===== src/rtl/f2h_pkg.sv =====
// Shared types and constants for the F2H Avalon-MM transaction engine.
package f2h_pkg;

   typedef enum logic [1:0] {
      F2H_IDLE    = 2'd0,
      F2H_WR_CMD  = 2'd1,
      F2H_RD_CMD  = 2'd2,
      F2H_RD_WAIT = 2'd3
   } f2h_state_e;

   localparam logic [31:0] F2H_TIMEOUT_DATA = 32'hDEAD_BEEF;

   // Width of a lane index; kept at least one bit so a single-lane bridge still elaborates.
   function automatic int lane_bits(input int lanes);
      return (lanes > 1) ? $clog2(lanes) : 1;
   endfunction

endpackage


===== src/rtl/f2h_lane_mux.sv =====
// Lane adaptation between the narrow request path and the wide F2H bridge data path.
module f2h_lane_mux
   import f2h_pkg::*;
#(
   parameter int DATA_WIDTH     = 32,
   parameter int F2H_DATA_WIDTH = 128
) (
   input  logic [lane_bits(F2H_DATA_WIDTH/DATA_WIDTH)-1:0] lane,
   input  logic [DATA_WIDTH-1:0]                           write_data,
   input  logic [F2H_DATA_WIDTH-1:0]                       wide_read_data,
   output logic [F2H_DATA_WIDTH-1:0]                       wide_write_data,
   output logic [F2H_DATA_WIDTH/8-1:0]                     byteenable,
   output logic [DATA_WIDTH-1:0]                           lane_read_data
);

   localparam int LANES = F2H_DATA_WIDTH / DATA_WIDTH;
   localparam int BPL   = DATA_WIDTH / 8;

   assign wide_write_data = {LANES{write_data}};

   always_comb begin
      // NOTE: every output gets a default before the indexed write, otherwise a latch is inferred.
      byteenable                   = '0;
      byteenable[lane*BPL +: BPL]  = '1;
      lane_read_data               = wide_read_data[lane*DATA_WIDTH +: DATA_WIDTH];
   end

endmodule


===== src/rtl/f2h_avmm_engine.sv =====
// Single-transaction Avalon-MM master for the F2H bridge; optional timeout recovery
// is compiled in with the F2H_TIMEOUT_EN macro.
module f2h_avmm_engine
   import f2h_pkg::*;
#(
   parameter int DATA_WIDTH     = 32,
   parameter int F2H_DATA_WIDTH = 128,
   parameter int F2H_ADDR_WIDTH = 32,
   parameter int TIMEOUT_CYCLES = 1024
) (
   input  logic                          clk,
   input  logic                          rstn,
   input  logic                          write,
   input  logic                          read,
   input  logic [DATA_WIDTH-1:0]         address,
   input  logic [DATA_WIDTH-1:0]         write_data,
   output logic [DATA_WIDTH-1:0]         read_data,
   output logic                          read_data_valid,
   output logic [31:0]                   read_latency,
   output logic                          busy,
   output logic                          timeout,
   output logic [F2H_ADDR_WIDTH-1:0]     avm_address,
   output logic                          avm_read,
   output logic                          avm_write,
   output logic [F2H_DATA_WIDTH-1:0]     avm_writedata,
   output logic [F2H_DATA_WIDTH/8-1:0]   avm_byteenable,
   input  logic                          avm_waitrequest,
   input  logic [F2H_DATA_WIDTH-1:0]     avm_readdata,
   input  logic                          avm_readdatavalid
);

   localparam int LANES    = F2H_DATA_WIDTH / DATA_WIDTH;
   localparam int LANE_W   = lane_bits(LANES);
   localparam int SUB_BITS = $clog2(DATA_WIDTH / 8);
   localparam int BUS_BITS = $clog2(F2H_DATA_WIDTH / 8);
   localparam logic [F2H_ADDR_WIDTH-1:0] ADDR_MASK =
      ~((F2H_ADDR_WIDTH'(1) << BUS_BITS) - F2H_ADDR_WIDTH'(1));
   localparam logic [31:0] CNT_MAX       = '1;
   localparam logic [31:0] TIMEOUT_LIMIT = 32'(TIMEOUT_CYCLES);

   f2h_state_e                  state;
   logic [LANE_W-1:0]           lane_req;
   logic [LANE_W-1:0]           lane_q;
   logic [LANE_W-1:0]           lane_sel;
   logic [31:0]                 cnt;
   logic [31:0]                 cnt_inc;
   logic                        expired;
   logic [F2H_DATA_WIDTH-1:0]   wr_rep;
   logic [F2H_DATA_WIDTH/8-1:0] wr_be;
   logic [DATA_WIDTH-1:0]       rd_lane;

   assign lane_req  = LANE_W'((address >> SUB_BITS) & DATA_WIDTH'(LANES - 1));
   // The mux serves the incoming request while idle and the latched lane afterwards.
   assign lane_sel  = (state == F2H_IDLE) ? lane_req : lane_q;
   assign cnt_inc   = (cnt == CNT_MAX) ? cnt : cnt + 32'd1;

   assign busy      = (state != F2H_IDLE);
   assign avm_write = (state == F2H_WR_CMD);
   assign avm_read  = (state == F2H_RD_CMD);

`ifdef F2H_TIMEOUT_EN
   assign expired = (cnt == TIMEOUT_LIMIT);
`else
   assign expired = 1'b0;
`endif

   f2h_lane_mux #(
      .DATA_WIDTH     (DATA_WIDTH),
      .F2H_DATA_WIDTH (F2H_DATA_WIDTH)
   ) u_lane_mux (
      .lane            (lane_sel),
      .write_data      (write_data),
      .wide_read_data  (avm_readdata),
      .wide_write_data (wr_rep),
      .byteenable      (wr_be),
      .lane_read_data  (rd_lane)
   );

   // NOTE: sequential state uses <= so every register samples pre-edge values.
   always_ff @(posedge clk or negedge rstn) begin
      if (!rstn) begin
         state           <= F2H_IDLE;
         lane_q          <= '0;
         cnt             <= '0;
         read_data       <= '0;
         read_data_valid <= 1'b0;
         read_latency    <= '0;
         timeout         <= 1'b0;
         avm_address     <= '0;
         avm_writedata   <= '0;
         avm_byteenable  <= '0;
      end else begin
         read_data_valid <= 1'b0;
         case (state)
            F2H_IDLE: begin
               if (write || read) begin
                  lane_q      <= lane_req;
                  cnt         <= '0;
                  timeout     <= 1'b0;
                  avm_address <= F2H_ADDR_WIDTH'(address) & ADDR_MASK;
                  if (write) begin
                     state          <= F2H_WR_CMD;
                     avm_writedata  <= wr_rep;
                     avm_byteenable <= wr_be;
                  end else begin
                     state          <= F2H_RD_CMD;
                     avm_byteenable <= '1;
                  end
               end
            end
            F2H_WR_CMD: begin
               cnt <= cnt_inc;
               if (!avm_waitrequest) begin
                  state <= F2H_IDLE;
               end else if (expired) begin
                  state   <= F2H_IDLE;
                  timeout <= 1'b1;
               end
            end
            F2H_RD_CMD: begin
               cnt <= cnt_inc;
               if (!avm_waitrequest) begin
                  state <= F2H_RD_WAIT;
               end else if (expired) begin
                  state           <= F2H_IDLE;
                  timeout         <= 1'b1;
                  read_data       <= DATA_WIDTH'(F2H_TIMEOUT_DATA);
                  read_latency    <= TIMEOUT_LIMIT;
                  read_data_valid <= 1'b1;
               end
            end
            F2H_RD_WAIT: begin
               cnt <= cnt_inc;
               if (avm_readdatavalid) begin
                  state           <= F2H_IDLE;
                  read_data       <= rd_lane;
                  read_latency    <= cnt;
                  read_data_valid <= 1'b1;
               end else if (expired) begin
                  state           <= F2H_IDLE;
                  timeout         <= 1'b1;
                  read_data       <= DATA_WIDTH'(F2H_TIMEOUT_DATA);
                  read_latency    <= TIMEOUT_LIMIT;
                  read_data_valid <= 1'b1;
               end
            end
            default: state <= F2H_IDLE;
         endcase
      end
   end

endmodule


===== config.mk =====
export PLATFORM = sky130hd
export DESIGN_NAME = f2h_avmm_engine
export DESIGN_NICKNAME = d
export VERILOG_FILES = /design/src/rtl/f2h_pkg.sv /design/src/rtl/f2h_lane_mux.sv /design/src/rtl/f2h_avmm_engine.sv
export SDC_FILE = /design/constraint.sdc
export NUM_CORES = 1
export LEC_CHECK = 0
export CAP_MARGIN = 30
export CORE_AREA = 2 2 171 173
export CTS_CLUSTER_DIAMETER = 100
export CTS_CLUSTER_SIZE = 10
export DETAILED_ROUTE_END_ITERATION = 8
export DIE_AREA = 0 0 173 175
export GPL_TIMING_DRIVEN = 0
export PLACE_DENSITY = 0.66
export SLEW_MARGIN = 20
export SYNTH_ARGS = -nofsm -noshare
export SYNTH_HDL_FRONTEND = slang
export SYNTH_SLANG_ARGS = --single-unit
export TNS_END_PERCENT = 1

===== constraint.sdc =====
create_clock -name clk -period 2.21 [get_ports clk]
set_input_delay 0.442 -clock clk [delete_from_list [all_inputs] [get_ports clk]]
set_output_delay 0.442 -clock clk [all_outputs]
set_load 0.01 [all_outputs]

# After elaboration in Yosys (flattened, before gate mapping)
# Index checks and enable logic that the tools add are counted.
[totals] regBits=274 wordCells=51 output_inout_bits=245 inputBits=198
[op_classes] shift=3 n_eq_ne=9 mux=15 addsub=2 reduce_logical=10 bitwise=2
[op_table] operator="indexed part select 128 x 8 -> 32 bit" count=1
[op_table] operator="2-to-1 mux 32 bit" count=2
[op_table] operator="case mux 32 bit (2 select lines)" count=1
[op_table] operator="negator 4 -> 34 bit" count=1
[op_table] operator="variable shift 4 x 34 -> 16 bit (first input constant)" count=1
[op_table] operator="indexed part select 4 x 34 -> 16 bit (first input constant)" count=1
[op_table] operator="adder 32 x 1 -> 32 bit (second input constant)" count=1
[op_table] operator="equality test 32 bit (second input constant)" count=1
[op_table] operator="AND 16 bit" count=1
[op_table] operator="2-to-1 mux 16 bit" count=1
[op_table] operator="2-to-1 mux 2 bit" count=6
[op_table] operator="inequality test 2 bit (second input constant)" count=4
[op_table] operator="case mux 2 bit (4 select lines)" count=1
[op_table] operator="AND reduction 2 bit" count=4
[op_table] operator="equality test 2 bit (second input constant)" count=2
[op_table] operator="2-to-1 mux 1 bit" count=4
[op_table] operator="AND reduction 4 bit" count=1
[op_table] operator="AND reduction 3 bit" count=1
[op_table] operator="OR reduction 3 bit" count=1
[op_table] operator="equality test 2 x 1 -> 1 bit (second input constant)" count=1
[op_table] operator="zero test 2 bit" count=1
[op_table] operator="inequality test 2 x 1 -> 1 bit (second input constant)" count=1
[op_table] operator="nonzero test 2 bit" count=1
[op_table] operator="logical OR 1 bit" count=1
[op_table] operator="NOT 1 bit" count=1

# Depth between registers and ports, before layout
# Gate-level depths: netlist of the first run.
[depth] depth_word=6 mapped_depth=8 depth_no_buf=6

# By module
# A second synthesis of the first run with hierarchy kept.
[hier_totals] cells_unflattened=1264 hier_area_um2=12802.3
[modules_own_cells] mod="f2h_avmm_engine" cells_per_inst=1080 instances=1 area_each_um2=10910.5 seq_area_each_um2=6831.6
[modules_own_cells] mod="f2h_lane_mux" cells_per_inst=184 instances=1 area_each_um2=1891.8 seq_area_each_um2=0.0

# Least setup slack after synthesis of the first run
# OpenSTA, ideal clock, no wires.
[synth_path] path_kind="flip-flop to flip-flop" startpoint="reg state[1]" endpoint="reg read_data[10]" n_path_buf=2 setup_time_ns=0.117 required_ns=2.093 synth_period_minus_slack_ns=2.142 setup_slack_ns=0.068 stages_incl_launch_ff=8 t_arrival_ns=2.025 cell_sequence="dfrtp_1 buf_2 nor2_4 mux2i_4 buf_4 mux4_2 nand2_1 nand2_1"
[synth_between] elab_chain_cells=3 elab_cells_between_ends=5 classes_between="1 x eq/ne; 1 x shift; 1 x mux; 2 x reduce/logical"
[synth_rtl] item="from (decl)" line="f2h_avmm_engine.sv:41" text="f2h_state_e state;"
[synth_rtl] item="from (signal assigned)" line="f2h_avmm_engine.sv:82" text="state <= F2H_IDLE;"
[synth_rtl] item="from (signal assigned)" line="f2h_avmm_engine.sv:102" text="state <= F2H_WR_CMD;"
[synth_rtl] item="from (signal assigned)" line="f2h_avmm_engine.sv:106" text="state <= F2H_RD_CMD;"
[synth_rtl] item="zero test 2 bit" line="f2h_avmm_engine.sv:54" text="assign lane_sel = (state == F2H_IDLE) ? lane_req : lane_q;"
[synth_rtl] item="2-to-1 mux 2 bit" line="f2h_avmm_engine.sv:54"
[synth_rtl] item="indexed part select 128 x 8 -> 32 bit" line="f2h_lane_mux.sv:25" text="lane_read_data = wide_read_data[lane*DATA_WIDTH +: DATA_WIDTH];"
[synth_rtl] item="to (signal assigned)" line="f2h_avmm_engine.sv:127" text="read_data <= DATA_WIDTH'(F2H_TIMEOUT_DATA);"
[synth_rtl] item="to (signal assigned)" line="f2h_avmm_engine.sv:136" text="read_data <= rd_lane;"
[synth_rtl] item="to (signal assigned)" line="f2h_avmm_engine.sv:142" text="read_data <= DATA_WIDTH'(F2H_TIMEOUT_DATA);"
[synth_rtl] item="to (decl)" line="f2h_avmm_engine.sv:17" text="output logic [DATA_WIDTH-1:0] read_data,"
# Several ways; a longest one is shown, not always the timed one.
# A chain may end at the register's enable or synchronous reset.

# Final worst setup path of the first run
[layout_path] startpoint="reg state[1]" endpoint="reg read_data[9]"
# The elaborated chain is that of the path after synthesis.

==> flow_metrics.tcl, run 1 <==
set metrics [dict create \
    status "complete, no violations" \
    rsz0062_at_grt "yes" \
    p_total_w 0.0194 \
    grt_pass1_vias 7330 \
    post-route-period-util 0.987 \
    synth_area_um2 8450 \
    tightest_slew_ns 0.644 \
    clkLatencyLatePin_ns 0.43 \
    clock_sinks 165 \
    synth-edff-count 0 \
    path_class "reg2reg" \
    core-area_um2 28400 \
    ant_nets 0 \
    ioPinCount 443 \
    drtPass1Iterations 5 \
    yosys.area.top_type_share 0.489 \
    ys_top_cells_by_area "dfrtp_1, mux2_2, buf_4" \
    antennaDiodeCount 0 \
    grt_overflow 0 \
    final-max-slew-violation-count 0 \
    powerDensity_nw_per_um2 1370 \
    ys_seq_area_frac 0.489 \
    synth_ff_type "dfrtp_1" \
    drive_gt1_frac 0.266 \
    initial_core_util 0.298 \
    fillers 2563 \
    cp_max_fo 10 \
    track_usage 0.185 \
    cts-root-buf "clkbuf_16" \
    clock-skew-final_ns 0.0149 \
    die_w_um 173 \
    fmax_mhz 459 \
    maxCapViolCount 0 \
    via_per_inst 4.65 \
    synthCells 736 \
    layout.nets 1411 \
    rows 62 \
    wl_um 28800 \
    numCtsBuffers 17 \
    cts_tree "done" \
    h-tree-depth 4 \
    min_path_type "reg2reg" \
    drc 0 \
    area_delta_synth_final_pct 68.1 \
    gp_congestion 0.825 \
    required_ns 2.52 \
    holdWs_ns 0.475 \
    synth_commonest_cells "dfrtp_1, nand2_1, buf_4, mux2_2, mux4_2" \
    async_flop_share 1.00 \
    cp-end-kind "flip-flop" \
    grt_first_pass_wirelength_um 43300 \
    synth_most_common_cell "dfrtp_1" \
    setup_viol 0 \
    clk_path_buf_depth 2 \
    wl_per_cell_um 17.9 \
    ys_ff_latch 165 \
    port_buffers 435 \
    irDropWorstVdd_v 0.000513 \
    dieArea_um2 30300 \
    cp.arrival_ns 2.49 \
    crit_path_start_kind "flip-flop" \
    grt_max_degree 93 \
    die_h_um 175 \
    antenna_found_initial 0 \
    finalHoldViolCount 0 \
    yosysUniqueCellTypes 53 \
    leakage_nw 6.26 \
    synth_top_area_cell "dfrtp_1" \
    ys.warnings.count 0 \
    hpwl_um 22200 \
    slew_headroom 0.571 \
    period_needed_ns 2.18 \
    via_count 7473 \
    drtIter0Drc 300 \
    clk_pin_slew_ns 0.07 \
    syn_avg_cell_area_um2 11.5 \
]
## path summary, 6_finish.rpt
kind,from,slack [ns],cells past startpoint,to
min in group asynchronous,rstn,0.58,2,read_latency[20]
setup reg to reg,state[1],0.03,9,read_data[9]
hold reg to reg,read_data[20],0.48,2,read_data[20]
max in group asynchronous,rstn,0.69,3,state[0]
hold / removal,read_data[20],0.48,2,read_data[20]
setup / recovery,state[1],0.03,9,read_data[9]
## power by group
group          leakage, nW  total [W]  switching (W)  internal [W]
clock                0.283    0.00300        0.00140       0.00160
sequential            2.08    0.00522        0.00109       0.00412
combinational         3.90     0.0112        0.00421       0.00697
## state kept, by name, indices dropped and copies added (netlist names)
| register | cells |
|---|---|
| read_data_valid | 1 |
| read_latency | 32 |
| read_data | 32 |
| state | 2 |
| lane_q | 2 |
| avm_address | 28 |
| avm_writedata | 32 |
| avm_byteenable | 4 |
| cnt | 32 |
## metrics by stage
| step | util | cells | setup slack [ns] | cell area [µm²] | TNS, ns |
|---|---|---|---|---|---|
| after floorplan | - | 740 | 0.0683 | 8470 | 0 |
| after global placement | 0.468 | 1559 | -6.49 | 13300 | -1107.13 |
| after detailed placement | 0.470 | 1561 | -0.730 | 13300 | -39.62 |
| after CTS | 0.497 | 1603 | -0.115 | 14100 | -1.91 |
| after global routing | 0.500 | 1608 | -0.0972 | 14200 | -1.91 |
| final | 0.500 | 1608 | 0.0295 | 14200 | 0 |
## critical path: stages, from the launching register on
cell,delay [ns]
dfrtp_1,0.38
buf_6,0.14
nor2_4,0.16
buf_8,0.17
mux2i_4,0.25
buf_12,0.15
buf_8,0.16
mux4_2,0.51
nand2_1,0.09
nand2_1,0.05
## cells by family after synthesis
family          synth area share
fa+ha+maj                0.00148
other cells             0.000444
compound gates            0.0601
mux                        0.212
simple gates               0.113
buf+inv                    0.124
flops                      0.489
## layout by cell type, fill, tap and decap left out, types with 6 or more instances in the layout
cell	n
and3_1	9
inv_1	7
o21ai_0	17
buf_2	14
a21oi_1	11
clkbuf_16	18
nand2_1	124
clkdlybuf4s50_1	432
buf_1	6
a31oi_1	23
nand3_1	15
nand4_1	9
nor2_1	17
mux4_2	32
clkbuf_1	8
mux2_2	91
nor3_1	8
dfrtp_1	160
buf_4	125
## per-layer routing
metal / vias up / global-route usage / routed length, µm
li1: 3442 / - / -
met1: 3723 / 0.226 / 11800
met2: 285 / 0.327 / 15000
met3: 23 / 0.0442 / 1720
met4: 0 / 0.0459 / 352
met5: - / 0 / 0
## final cells by class
class                      count  area [µm²]  share of cell area
buffer                       149        1100              0.0771
clock buffer                  18         429              0.0302
clock inverter                13         144              0.0101
inverter                       8        35.0             0.00247
multi-input combinational    418        3350               0.235
sequential                   165        4140               0.291
tap                          384         480              0.0338
timing repair buffer         453        4540               0.320
## what timing repair did
action | 4_1_cts | 5_1_grt
hold endpoints to repair | 12 | 0
hold buffers | 1 | 0
setup endpoints to repair | 122 | 101
pin swaps | 2 | 6
gates resized for setup | 29 | 19
setup buffers | 10 | 5
No activity file was read; power rests on OpenSTA's default activity.
==> run 2, diff against run 1 <==
--- a/config.mk
+++ b/config.mk
@@ -8,11 +8,12 @@
 export CAP_MARGIN = 30
 export CORE_AREA = 2 2 171 173
 export CTS_CLUSTER_DIAMETER = 100
-export CTS_CLUSTER_SIZE = 10
+export CTS_CLUSTER_SIZE = 12
 export DETAILED_ROUTE_END_ITERATION = 8
 export DIE_AREA = 0 0 173 175
 export GPL_TIMING_DRIVEN = 0
 export PLACE_DENSITY = 0.66
+export SETUP_SLACK_MARGIN = 0.5
 export SLEW_MARGIN = 20
 export SYNTH_ARGS = -nofsm -noshare
 export SYNTH_HDL_FRONTEND = slang
==> run 2 against run 1 <==
Hold slack got worse by 0.016 ns. Utilization is 3.6 points higher. Count of clock-buffer cells in the layout is the same. First-iteration DRC count increased by 28%. Combinational power is 6% higher. Sequential share of layout area fell by 1.7 points. Sequential power increased by 1%. Power rose by 4.5%. Clock skew is 0.0023 ns higher. Final area is 7.1% higher. Via count up 0.74%.
==> flow_metrics.tcl, run 2 (synthesis results as in run 1) <==
set metrics [dict create \
    clk_pin_slew_ns 0.07 \
    cts_tree "done" \
    slew_headroom 0.597 \
    crit_chain "buf_6 -> nor2_4 -> buf_6 -> buf_12 -> mux2i_4 -> buf_12 -> buf_6 -> mux4_2 -> nand2_1 -> nand2_1" \
    antenna_found_initial 0 \
    clock-skew-final_ns 0.0172 \
    p_int_w 0.0130 \
    p_clk_frac 0.155 \
    p_sw_w 0.00725 \
    comb_power_share 0.585 \
    cp-end-kind "flip-flop" \
    via_count 7528 \
    clk_path_buf_depth 2 \
    cts-root-buf "clkbuf_16" \
    dpl_cell_area_um2 13400 \
    maxCapViolCount 0 \
    power.share.switching 0.358 \
    grt_pass1_vias 7386 \
    reg2reg_depth 10 \
    tightest_slew_ns 0.604 \
    wl_per_cell_um 18.7 \
    min_path_type "reg2reg" \
    die_w_um 173 \
    grt_first_pass_wirelength_um 44000 \
    cp_common_cell "buf_6" \
    rsz0062_at_grt "yes" \
    drtPass1Iterations 5 \
    gp_congestion 0.842 \
    p_total_w 0.0203 \
    layout.cells.non_filler 1633 \
    rows 62 \
    clkLatencyLatePin_ns 0.43 \
    worst-r2r-setup-slack_ns 0.07 \
    core-area_um2 28400 \
    clock_sinks 165 \
    critPathTopFamily "multiplexers" \
    setup_tns_ns 0 \
    crit_path_start_kind "flip-flop" \
    post-route-period-util 0.969 \
    drc 0 \
    grt_overflow 0 \
    status "complete, no violations" \
    slowest_delay_ns 0.51 \
    r2r_start "state[1]" \
    layout_commonest_cell "buf_4" \
    ioPinCount 443 \
    min_to "read_data[19]" \
    via_per_inst 4.61 \
    drive_gt1_frac 0.419 \
    irDropWorstVdd_v 0.000493 \
    area_delta_synth_final_pct 80.1 \
    grt_max_degree 94 \
    design_area_um2 15200 \
    min_from "read_data[19]" \
    period_needed_ns 2.14 \
    dp_cells 1561 \
    critPathBufInv 5 \
    r2r_end "read_data[2]" \
    antennaDiodeCount 0 \
    drtIter0Drc 385 \
    final_cell_mix "buf_4, clkdlybuf4s50_1, dfrtp_1, dlymetal6s2s_1, nand2_1" \
    cp.arrival_ns 2.46 \
    die_h_um 175 \
    final-max-slew-violation-count 0 \
    finalHoldViolCount 0 \
    cpMaxStageDelayCell "mux4_2" \
    layout.nets 1435 \
    cp_max_fo 6 \
    powerDensity_nw_per_um2 1330 \
    h-tree-depth 4 \
    hpwl_um 22100 \
    fillers 2526 \
    numCtsBuffers 17 \
    track_usage 0.189 \
    fmax_mhz 467 \
    leakage_nw 8.35 \
    required_ns 2.53 \
    port_buffers 435 \
    dieArea_um2 30300 \
    p_seq_frac 0.260 \
    path_class "reg2reg" \
    setup_viol 0 \
    ant_nets 0 \
    wl_um 30500 \
    whs_path_depth 2 \
    initial_core_util 0.298 \
]
==> run 2: cell count changes in the layout (fill, tap and decap cells not counted), moves of 12 or more <==
cell             previous run  this run
buf_4                     125       244
buf_6                       2        14
clkdlybuf4s50_1           432       198
dfrtp_1                   160       132
dfrtp_2                     5        33
dlymetal6s2s_1              1       128
mux2_2                     91        34
mux2_4                      0        57
==> run 2: worst max-delay path by stage <==
stage                         from         endpoint  slack [ns]  cells after the start
after floorplan           state[1]    read_data[10]         0.1                      7
after global placement        rstn  avm_address[24]       -6.55                      1
after detailed placement  state[1]             busy       -0.70                      6
after CTS                 state[1]     read_data[2]        0.04                     10
after global routing      state[1]     read_data[2]       -0.02                     10
final                     state[1]     read_data[2]        0.07                     10
==> run 2: tightest hold or removal path, delay by kind of cell, from the launching register on <==
kind          cells  cell delay, ns
simple gates      2            0.09
flops             1            0.34
==> run 2: layout make-up <==
cell class | count | area [µm²] | area share
Buffer | 149 | 1250 | 0.0825
Clock buffer | 18 | 439 | 0.0289
Clock inverter | 14 | 176 | 0.0116
Inverter | 8 | 35.0 | 0.00230
Multi-Input combinational cell | 418 | 3820 | 0.251
Sequential cell | 165 | 4170 | 0.274
Tap cell | 384 | 480 | 0.0316
Timing Repair Buffer | 477 | 4840 | 0.318
==> run 2: power groups by stage <==
| stage | sequential, W | clock [W] | combinational, W |
|---|---|---|---|
| floorplan | 0.00540 | 0 | 0.00507 |
| global placement | 0.00525 | 0 | 0.0108 |
| detailed placement | 0.00529 | 0 | 0.0109 |
| CTS | 0.00524 | 0.00322 | 0.0118 |
| global route | 0.00544 | 0.00335 | 0.0126 |
| finish | 0.00527 | 0.00314 | 0.0119 |
==> run 2: through the flow <==
stage	util	hold slack [ns]	setup slack (ns)
4_1_cts	0.507	0.479	0.0370
6_report	0.536	0.459	0.0676
3_3_place_gp	0.469	0.458	-6.55
2_1_floorplan	-	0.146	0.0966
5_1_grt	0.536	0.477	-0.0232
3_5_place_dp	0.470	0.455	-0.697
==> run 2: per-layer routing <==
layer | track usage | wire (µm) | part of all wire
met5 | 0 | 0 | 0
met4 | 0.0501 | 413 | 0.014
met3 | 0.0400 | 1680 | 0.055
met1 | 0.229 | 12500 | 0.41
met2 | 0.341 | 16000 | 0.52
==> run 2: timing repair <==
action,CTS,global route
hold buffers,1,0
pin swaps,5,69
setup buffers,21,15
cloned,3,0
endpoints found under the setup margin,400,403
endpoints found under the hold margin,27,0
gates resized for setup,47,446
==> run 3, diff against run 2 <==
--- a/config.mk
+++ b/config.mk
@@ -6,11 +6,11 @@
 export NUM_CORES = 1
 export LEC_CHECK = 0
 export CAP_MARGIN = 30
-export CORE_AREA = 2 2 171 173
+export CORE_AREA = 3 3 172 174
 export CTS_CLUSTER_DIAMETER = 100
 export CTS_CLUSTER_SIZE = 12
 export DETAILED_ROUTE_END_ITERATION = 8
-export DIE_AREA = 0 0 173 175
+export DIE_AREA = 0 0 175 177
 export GPL_TIMING_DRIVEN = 0
 export PLACE_DENSITY = 0.66
 export SETUP_SLACK_MARGIN = 0.5
==> run 3 against run 2 <==
Largest power group unchanged. Global-route usage is essentially flat. Routed wire length is 0.40% higher. Count of clock-buffer cells in the layout increased by 1. Utilization is 1.6 points lower. Maximum frequency is 1.6% higher. Non-clock buffer count shrank 3. Combinational power about the same. Largest cell class unchanged. Worst setup slack improved by 0.034 ns. Critical endpoint is now read_data[13].
==> flow_metrics.tcl, run 3 (synthesis results as in run 1) <==
set metrics [dict create \
    maxCapViolCount 0 \
    r2r_start "state[0]" \
    die_w_um 175 \
    area_delta_synth_final_pct 71.8 \
    final_cell_mix "clkdlybuf4s50_1, dfrtp_1, buf_4, nand2_1, mux2_2" \
    clock_sinks 165 \
    crit_chain "nor2_4 -> buf_8 -> mux2i_4 -> buf_12 -> buf_12 -> mux4_2 -> nand2_1 -> nand2_1" \
    grt_pass1_vias 7425 \
    ant_nets 0 \
    crit_path_start_kind "flip-flop" \
    hpwl_um 23500 \
    core-area_um2 27900 \
    power.share.switching 0.348 \
    clock-skew-final_ns 0.0178 \
    cts-root-buf "clkbuf_16" \
    comb_power_share 0.587 \
    worst-r2r-setup-slack_ns 0.10 \
    worstSetupPathDepth 8 \
    layout.cells.non_filler 1625 \
    drtIter0Drc 383 \
    gp_congestion 0.792 \
    seqCellArea_um2 4140 \
    layout_commonest_cell "clkdlybuf4s50_1" \
    grt_max_degree 92 \
    antenna_found_initial 3 \
    r2r_end "read_data[13]" \
    min_path_type "reg2reg" \
    slowest_delay_ns 0.50 \
    p_clk_frac 0.150 \
    drtPass1Iterations 4 \
    setup_ws_ns 0.102 \
    wl_per_cell_um 18.8 \
    status "complete, no violations" \
    drc 0 \
    fmax_mhz 474 \
    clkLatencyLatePin_ns 0.44 \
    cpMaxStageDelayCell "mux4_2" \
    initial_core_util 0.303 \
    cts_tree "done" \
    pre_cts_ws_ns -0.750 \
    crit_end "read_data[13]" \
    required_ns 2.53 \
    setup_viol 0 \
    powerDensity_nw_per_um2 1370 \
    dp_cells 1555 \
    p_sw_w 0.00693 \
    grt_overflow 0 \
    grt_first_pass_wirelength_um 44800 \
    holdWs_ns 0.476 \
    clk_path_buf_depth 2 \
    clk_pin_slew_ns 0.07 \
    port_buffers 435 \
    multi_input_area_um2 3400 \
    h-tree-depth 4 \
    rows 61 \
    critPathLaunch "state[0]" \
    tightest_slew_ns 0.681 \
    cp-end-kind "flip-flop" \
    layout.nets 1432 \
    slew_headroom 0.546 \
    via_count 7555 \
    dieArea_um2 31000 \
    critPathTopFamily "multiplexers" \
    die_h_um 177 \
    reg2reg_depth 8 \
    via_per_inst 4.65 \
    p_int_w 0.0130 \
    finalHoldViolCount 0 \
    cp_max_fo 7 \
    leakage_nw 6.40 \
    cp.arrival_ns 2.43 \
    drive_gt1_frac 0.291 \
    path_class "reg2reg" \
    wl_um 30600 \
    critPathBufInv 3 \
    numCtsBuffers 17 \
    rsz0062_at_grt "yes" \
    p_total_w 0.0199 \
    ioPinCount 443 \
    fillers 2524 \
    p_seq_frac 0.263 \
    final-max-slew-violation-count 0 \
    period_needed_ns 2.11 \
    irDropWorstVdd_v 0.000481 \
    post-route-period-util 0.954 \
    track_usage 0.189 \
]
[run 3: area by class of cell]
class                           instances  share of cell area
Buffer                                149              0.0791
Sequential cell                       165               0.285
Antenna cell                            1            0.000172
Clock buffer                           19              0.0312
Multi-Input combinational cell        418               0.234
Clock inverter                         13             0.00905
Inverter                                8             0.00241
Timing Repair Buffer                  474               0.326
Tap cell                              378              0.0326
[run 3: worst min path at each step]
| stage | from | end | slack [ns] | depth (start not counted) |
|---|---|---|---|---|
| floorplan | rstn | avm_address[10] | 0.15 | 0 |
| global placement | read_data[26] | read_data[26] | 0.46 | 2 |
| detailed placement | rstn | read_latency[20] | 0.46 | 1 |
| finish | read_data[24] | read_data[24] | 0.48 | 2 |
| global route | read_data[24] | read_data[24] | 0.50 | 2 |
| CTS | read_data[24] | read_data[24] | 0.48 | 2 |
[run 3: metrics by stage]
stage / area [µm²] / utilization / TNS, ns
2_1_floorplan: 8480 / - / 0
3_3_place_gp: 13300 / 0.476 / -1117.13
3_5_place_dp: 13300 / 0.478 / -37.10
4_1_cts: 14200 / 0.510 / 0
5_1_grt: 14500 / 0.520 / 0
6_report: 14500 / 0.520 / 0
[run 3: power groups by stage]
stage          sequential, W  combinational, W  clock [W]
2_1_floorplan        0.00540           0.00507          0
3_3_place_gp         0.00523            0.0108          0
3_5_place_dp         0.00527            0.0110          0
4_1_cts              0.00522            0.0116    0.00307
5_1_grt              0.00541            0.0124    0.00320
6_report             0.00522            0.0117    0.00299
[run 3: timing repair]
action / CTS / global route
gates resized for setup: 39 / 44
hold buffers: 1 / 0
setup endpoints to repair: 399 / 396
endpoints found under the hold margin: 4 / 0
buffers inserted: 19 / 15
gates cloned: 1 / 1
pin swaps: 4 / 10
[run 3: per-layer routing]
layer  vias up  global-route usage  part of all wire
li1       3487                   -                 -
met1      3716               0.224              0.38
met2       316               0.341              0.54
met3        32              0.0513             0.070
met4         4              0.0479             0.014
met5         -                   0            0.0011
[run 3: worst register-to-register path: stages, from the launching register on]
cell,delay (ns)
dfrtp_2,0.46
nor2_4,0.19
buf_8,0.15
mux2i_4,0.24
buf_12,0.18
buf_12,0.14
mux4_2,0.50
nand2_1,0.10
nand2_1,0.06
